`config.mk`:
```
export PLATFORM = sky130hd
export DESIGN_NAME = shift_add_sequencer
export DESIGN_NICKNAME = d
export VERILOG_FILES = /design/src/rtl/shift_add_sequencer.sv
export SDC_FILE = /design/constraint.sdc
export NUM_CORES = 1
export LEC_CHECK = 0
export CORE_AREA = 2 2 65 67
export DETAILED_ROUTE_END_ITERATION = 12
export DIE_AREA = 0 0 67 69
export HOLD_SLACK_MARGIN = 0.08
export PLACE_DENSITY = 0.7
export SYNTH_ARGS = -nofsm -noshare
export SYNTH_HDL_FRONTEND = slang
export SYNTH_SLANG_ARGS = --single-unit
```
`constraint.sdc`:
```
create_clock -name Clk -period 3.1 [get_ports Clk]
set_input_delay 0.93 -clock Clk [delete_from_list [all_inputs] [get_ports Clk]]
set_output_delay 0.93 -clock Clk [all_outputs]
set_load 0.02 [all_outputs]
```
`src/rtl/shift_add_sequencer.sv`:
```
// Register and control stage of the signed shift-add multiplier: owns the X/A/B
// product registers and steps WIDTH add-or-subtract / arithmetic-shift iterations.
module shift_add_sequencer #(
   parameter int WIDTH = 8
) (
   input  logic             Clk,
   input  logic             Reset,
   input  logic             Run,
   input  logic             ClearA_LoadB,
   input  logic [WIDTH-1:0] S,
   output logic [WIDTH-1:0] Aval,
   output logic [WIDTH-1:0] Bval,
   output logic             X,
   output logic             Done
);

   localparam int CNT_W = (WIDTH > 1) ? $clog2(WIDTH) : 1;

   localparam logic [1:0] IDLE  = 2'd0;
   localparam logic [1:0] ADD   = 2'd1;
   localparam logic [1:0] SHIFT = 2'd2;
   localparam logic [1:0] DONE  = 2'd3;

   localparam logic [CNT_W-1:0] LAST_CNT = CNT_W'(WIDTH - 1);

   logic [1:0]       state_q, state_d;
   logic [CNT_W-1:0] cnt_q, cnt_d;
   logic             x_q, x_d;
   logic [WIDTH-1:0] a_q, a_d;
   logic [WIDTH-1:0] b_q, b_d;
   logic             run_q;
   logic             start;
   logic             last_iter;
   logic [WIDTH:0]   s_ext;
   logic [WIDTH:0]   xa;
   logic [WIDTH:0]   addsub;

   assign start     = Run & ~run_q;
   assign last_iter = (cnt_q == LAST_CNT);
   assign s_ext     = {S[WIDTH-1], S};
   assign xa        = {x_q, a_q};

   // The multiplier's top bit carries negative weight, so the last partial
   // product is subtracted; the extra X bit keeps -2^(W-1) * -2^(W-1) exact.
   always_comb begin
      addsub = xa + s_ext;
      if (last_iter) begin
         addsub = xa - s_ext;
      end
   end

   always_comb begin
      state_d = state_q;
      cnt_d   = cnt_q;
      x_d     = x_q;
      a_d     = a_q;
      b_d     = b_q;
      case (state_q)
         IDLE: begin
            if (ClearA_LoadB) begin
               x_d = 1'b0;
               a_d = '0;
               b_d = S;
            end else if (start) begin
               x_d     = 1'b0;
               a_d     = '0;
               cnt_d   = '0;
               state_d = ADD;
            end
         end
         ADD: begin
            if (b_q[0]) begin
               {x_d, a_d} = addsub;
            end
            state_d = SHIFT;
         end
         SHIFT: begin
            {x_d, a_d, b_d} = {x_q, x_q, a_q, b_q[WIDTH-1:1]};
            if (last_iter) begin
               state_d = DONE;
            end else begin
               cnt_d   = cnt_q + 1'b1;
               state_d = ADD;
            end
         end
         DONE: begin
            if (!Run) begin
               state_d = IDLE;
            end
         end
         default: state_d = IDLE;
      endcase
   end

   // run_q follows Run even during reset, so a level held across reset
   // release is not mistaken for a fresh start request.
   always_ff @(posedge Clk) begin
      run_q <= Run;
      if (Reset) begin
         state_q <= IDLE;
         cnt_q   <= '0;
         x_q     <= 1'b0;
         a_q     <= '0;
         b_q     <= '0;
      end else begin
         state_q <= state_d;
         cnt_q   <= cnt_d;
         x_q     <= x_d;
         a_q     <= a_d;
         b_q     <= b_d;
      end
   end

   assign Aval = a_q;
   assign Bval = b_q;
   assign X    = x_q;
   assign Done = (state_q == DONE);

endmodule
```
==> reports/metrics.yaml, run 1 <==
routed_wl_mm: 4.32
vdd_drop_max_mv: 0.237
numCtsBuffers: 3
grt.overflow.total: 0
total_leakage_power_nw: 0.966
fin_worst_skew_ns: 0.00268
yosys_register_bits: 23
final_cells: 311
synth_most_common_cell: "dfxtp_1"
finalSetupTns_ns: 0
cp_data_arrival_time_ns: 3.20
syn2layout_area_growth_pct: 37.8
status: "completed"
vias: 1709
synthMuxAreaShare_pct: 6.01
avgSynthCellArea_um2: 7.99
grt_pass1_vias: 1667
ioPinCount: 30
core_area_um2: 3910
synth_commonest_cells: "23 x dfxtp_1, 19 x nand2_1, 19 x nor2_1, 15 x ha_1, 13 x a21oi_1"
setup_viol: 0
synth_top_area_cell: "dfxtp_1"
yosys_warnings: 0
cts_tree: "yes"
nets: 290
clock_path_buffers: 2
synth.distinct_cells: 43
insertion_delay_ns: 0.26
finalCritPeriodShare_pct: 97.0
die_x_um: 67
finalMaxSlewViolations: 0
antenna_left: 0
antenna_found_initial: 0
portBuffers: 29
end_kind: "flip-flop"
relSlewSlack_pct: 62.6
viasPerCell: 5.50
synth_edf_count: 0
synth-compound-area-share_pct: 24.3
crit_family: "simple AND/OR/NAND/NOR gates"
clock-sinks: 23
synth-xor-area-share_pct: 5.19
critPathBufInv: 2
power.density_nw_per_um2: 575
drive_above_1_share_pct: 18.8
start_util_pct: 43.1
maxClockFrequency_mhz: 333
wire_per_inst_um: 13.9
clk_pin_slew_ns: 0.08
fillers: 379
cts.root.buffer_cell: "clkbuf_8"
die_y_um: 69
hold_viol_final: 0
cts_max_level: 1
synth_ff_type: "dfxtp_1"
synth_top_family_by_area: "compound AO/OA/AOI/OAI gates"
worstSetupStartpointType: "primary input"
synth_area_leaders: "dfxtp_1 27%, ha_1 11%, mux2i_1 5.3%"
detailed_place_hpwl_mm: 3.16
cp_slowest_stage_delay_ns: 0.38
synthSimpleGateAreaFrac_pct: 19.7
grt_pass1_wl_mm: 7.28
ys_seq_area_share_pct: 27.3
gp_congestion: 0.882
grt_usage_pct: 19.5
die_area_um2: 4620
final_area_um2: 2320
critical_path_class: "in -> reg"
cp.required_ns: 3.29
path_cells: "buf_8, inv_4, ha_4, nor3b_4, nor2_2, xnor2_1, ha_1, and2_4, a32o_2, o41ai_2, xor2_1, or3b_1, a31oi_1"
worstPathMaxFanout: 4
place_inst: 304
min_period_ns: 3.01
diodes: 0
tightest_slew_ns: 0.560
async_reset_ff_share_pct: 0
synthAdderAreaFrac_pct: 12.3
synth.cell_area_um2: 1690
placementRows: 23
place_area_um2: 2190
worstHoldPathType: "reg -> reg"
post-synth-top-area-fraction_pct: 27.3
maxCapViolCount: 0
firstDrtPassIters: 4
synthCells: 211
first_iter_violations: 60
grt_max_degree: 25
slowest_stage: "or3b_1"
drc_errors: 0
synth_nets: 239
## stage by stage
step           util (%)  setup slack [ns]  hold slack, ns  power (mW)
2_1_floorplan         -           -0.0641           0.436       0.897
3_3_place_gp       55.9            -0.621           0.444        1.12
3_5_place_dp       55.9            -0.707           0.453        1.13
4_1_cts            58.8          -0.00936           0.464        1.34
5_1_grt            59.4          -0.00334           0.498        1.44
6_report           59.4            0.0926           0.459        1.34
## layout make-up
type                    instances  area, um^2  share of cell area [%]
inverters                      11        46.3                    1.99
well taps                      50        62.6                    2.69
multi-input cells             166        1200                    51.5
clock buffers                   4        45.0                    1.94
repair buffers                 57         513                    22.1
flip-flops and latches         23         460                    19.8
## repair_timing
| action | in CTS | in global routing |
|---|---|---|
| resized for setup | 37 | 5 |
| setup endpoints to repair | 4 | 1 |
| pin swaps | 17 | 13 |
| setup buffers | 2 | 1 |
| gates cloned | 0 | 0 |
| endpoints found under the hold margin | 0 | 0 |
| hold buffers | 0 | 0 |
## cell families after synthesis
| kind of cell | count (synthesis) |
|---|---|
| mux | 10 |
| compound gates | 59 |
| simple gates | 71 |
| fa+ha+maj | 16 |
| flops | 23 |
| xor+xnor | 10 |
| buf+inv | 22 |
## cells in the final DEF, fill, tap and decap left out, drive strengths merged, types with 2 or more instances in the layout
cell type,instances
a211oi,10
a21boi,2
a21o,3
a21oi,13
a22oi,2
a31oi,5
a32o,3
and3,2
buf,32
clkbuf,4
clkdlybuf4s50,24
dfxtp,23
ha,15
inv,11
mux2i,9
nand2,19
nand2b,2
nand3,10
nand3b,2
nor2,19
nor2b,2
nor3,8
nor4,3
o21a,3
o21ai,8
o31ai,2
xnor2,7
xor2,3
## worst reg2reg max path: stages, from the launching register on
cell and delay (ns):
dfxtp_1 0.33, ha_1 0.20, ha_1 0.27, buf_4 0.19, a21oi_2 0.11, xnor2_1 0.13
ha_1 0.26, and2_4 0.15, a32o_2 0.28, o41ai_2 0.23, xor2_1 0.12, or3b_1 0.38
a31oi_1 0.12
## registers in the layout, indices dropped and copies added, names as in the netlist
signal	count
Bval	8
run_q	1
state_q	2
X	1
Aval	8
cnt_q	3
## where the power goes
| group | leakage [nW] | total (mW) | switching, mW | internal (mW) |
|---|---|---|---|---|
| combinational | 0.755 | 0.746 | 0.428 | 0.318 |
| clock | 0.0228 | 0.188 | 0.0959 | 0.0917 |
| sequential | 0.188 | 0.402 | 0.0538 | 0.348 |
## routing by layer
layer / global-route usage [%] / routed length [um] / vias up
met1: 24.5 / 1890 / 780
li1: - / - / 868
met2: 32.9 / 2100 / 53
met5: 0 / 0 / -
met3: 4.08 / 264 / 8
met4: 5.67 / 69 / 0
## path summary, 6_finish.rpt
kind                            startpoint  endpoint  slack, ns  cells past startpoint
worst min-delay path              cnt_q[1]  cnt_q[1]       0.46                      2
worst max-delay path                  S[0]         X       0.09                     13
worst max register to register    cnt_q[0]         X       0.24                     12
worst min register to register    cnt_q[1]  cnt_q[1]       0.46                      2
Power figures use the tool's default switching activity.
==> run 2: changes to the inputs <==
--- a/config.mk
+++ b/config.mk
@@ -10,6 +10,7 @@
 export DIE_AREA = 0 0 67 69
 export HOLD_SLACK_MARGIN = 0.08
 export PLACE_DENSITY = 0.7
+export SLEW_MARGIN = 20
 export SYNTH_ARGS = -nofsm -noshare
 export SYNTH_HDL_FRONTEND = slang
 export SYNTH_SLANG_ARGS = --single-unit
==> results of run 2 <==
The final DEF is identical to that of run 1; final timing and power are the same.
==> run 3: changes to the inputs <==
--- a/config.mk
+++ b/config.mk
@@ -5,11 +5,11 @@
 export SDC_FILE = /design/constraint.sdc
 export NUM_CORES = 1
 export LEC_CHECK = 0
-export CORE_AREA = 2 2 65 67
+export CORE_AREA = 2 2 55 78
 export DETAILED_ROUTE_END_ITERATION = 12
-export DIE_AREA = 0 0 67 69
+export DIE_AREA = 0 0 57 80
 export HOLD_SLACK_MARGIN = 0.08
-export PLACE_DENSITY = 0.7
+export PLACE_DENSITY = 0.71
 export SLEW_MARGIN = 20
 export SYNTH_ARGS = -nofsm -noshare
 export SYNTH_HDL_FRONTEND = slang
==> run 3 against run 2 <==
Net effect:
- sequential power about the same
- hold slack improved by 0.012 ns
- clock-buffer cell count unchanged
- non-clock buffer count increased by 2
- combinational power increased by 4.8%
- design area increased by 0.65%
- largest cell class unchanged
- largest power group unchanged
==> reports/metrics.yaml, run 3 (same netlist as run 1, synthesis figures left out) <==
cts_max_level: 1  # unchanged
drc_errors: 0  # unchanged
fin_hold_ws_ns: 0.471  # +0.0120 ns
grt_pass1_wl_mm: 7.38  # +1.3%
detailed_place_hpwl_mm: 3.27  # +3.8%
worstSetupStartpointType: "primary input"
vdd_drop_max_mv: 0.387  # +63%
clock_path_buffers: 2  # unchanged
finalSetupTns_ns: 0  # unchanged
die_x_um: 57  # -15%
met3_usage_pct: 1.46  # -2.6 points
layout_common_cells: "28 x buf_4, 24 x clkdlybuf4s50_1, 23 x dfxtp_1"
maxCapViolCount: 0  # unchanged
wire_per_inst_um: 15.3  # +9.9%
vias: 1752  # +2.5%
place_inst: 298  # -2.0%
start_util_pct: 43.8  # +0.70 points
gp_congestion: 0.921  # +4.4%
worstPathMaxFanout: 4  # unchanged
top_usage_layer: "met2"
placementRows: 27  # +17%
critical_path_class: "in -> reg"
worstRegToRegCells: 10  # -2
antenna_left: 0  # unchanged
drive_above_1_share_pct: 19.4  # +0.62 points
fin_worst_skew_ns: 0.00275  # +0.0000778 ns
setup_viol: 0  # unchanged
min_delay_path_depth: 2  # unchanged
clock-sinks: 23  # unchanged
finalCritPeriodShare_pct: 97.1  # about the same
final_cells: 306  # -1.6%
total_leakage_power_nw: 0.973  # +0.80%
antenna_found_initial: 0  # unchanged
cp_data_arrival_time_ns: 3.21  # about the same
hold_viol_final: 0  # unchanged
relSlewSlack_pct: 74.3  # +12 points
core_area_um2: 3850  # -1.6%
finalMaxSlewViolations: 0  # unchanged
layout_commonest_cell: "buf_4"
die_area_um2: 4560  # -1.4%
die_y_um: 80  # +16%
min_period_ns: 3.01  # +0.00248 ns
end_kind: "flip-flop"
insertion_delay_ns: 0.26  # about the same
portBuffers: 29  # unchanged
routed_wl_mm: 4.67  # +8.1%
cts.root.buffer_cell: "clkbuf_8"
numCtsBuffers: 3  # unchanged
diodes: 0  # unchanged
timing.rr.start: "cnt_q[0]"
grt_max_degree: 25  # unchanged
rsz0062_at_grt: "yes"
cp.required_ns: 3.30  # about the same
critPathLaunch: "S[1]"
grt_usage_pct: 20.2  # +0.63 points
status: "completed"
clk_pin_slew_ns: 0.08  # about the same
met1_usage_pct: 23.7  # -0.83 points
grt.overflow.total: 0  # unchanged
nets: 292  # +0.69%
firstDrtPassIters: 4  # unchanged
viasPerCell: 5.73  # +4.2%
hold_start: "cnt_q[2]"
tightest_slew_ns: 0.386  # -0.174 ns
cts_tree: "yes"
ioPinCount: 30  # unchanged
syn2layout_area_growth_pct: 38.6
power.density_nw_per_um2: 587  # +2.2%
maxClockFrequency_mhz: 332  # about the same
met2_usage_pct: 37.7  # +4.8 points
worstHoldPathType: "reg -> reg"
first_iter_violations: 62  # +3.3%
grt_pass1_vias: 1641  # -1.6%
run 3: report_power, final:
group	leakage, nW	total (mW)	switching (mW)	internal (mW)
combinational	0.762	0.782	0.447	0.335
sequential	0.188	0.401	0.0529	0.348
clock	0.0228	0.190	0.0984	0.0917
total	0.973	1.37	0.598	0.775
run 3: what timing repair did:
action	CTS	global route
endpoints found under the hold margin	0	0
setup buffers	2	3
resized for setup	36	7
setup endpoints to repair	4	1
pin swaps	14	10
hold buffers	0	0
run 3: layout make-up:
class / instances / area [um^2]
well taps: 43 / 53.8
flip-flops and latches: 23 / 460
fillers: 358 / 1510
multi-input cells: 166 / 1200
repair buffers: 59 / 527
clock buffers: 4 / 45.0
inverters: 11 / 56.3
run 3: metrics by stage:
stage          power, mW  area (um^2)  setup slack (ns)  utilization [%]
3_5_place_dp        1.16         2190            -0.707             56.8
4_1_cts             1.37         2290           -0.0359             59.4
6_report            1.37         2340            0.0901             60.7
3_3_place_gp        1.15         2190            -0.621             56.8
2_1_floorplan      0.897         1690           -0.0641                -
5_1_grt             1.47         2340           -0.0226             60.7
run 3: layer usage:
layer	wire length [um]	vias to the layer above
met4	40	0
met1	1950	822
met5	0	-
li1	-	882
met3	149	2
met2	2530	46
run 3: path summary, 6_finish.rpt:
| check | end | slack (ns) |
|---|---|---|
| max | X | 0.09 |
| min | cnt_q[2] | 0.47 |
| min reg2reg | cnt_q[2] | 0.47 |
| max reg2reg | X | 0.26 |
run 3: critical path: stages:
cell,delay (ns)
buf_8,0.11
inv_4,0.05
ha_4,0.12
nor3b_4,0.20
nor2_2,0.07
xnor2_1,0.17
ha_1,0.30
and2_4,0.18
a32o_2,0.25
o41ai_2,0.23
xor2_1,0.13
or3b_1,0.36
a31oi_1,0.12
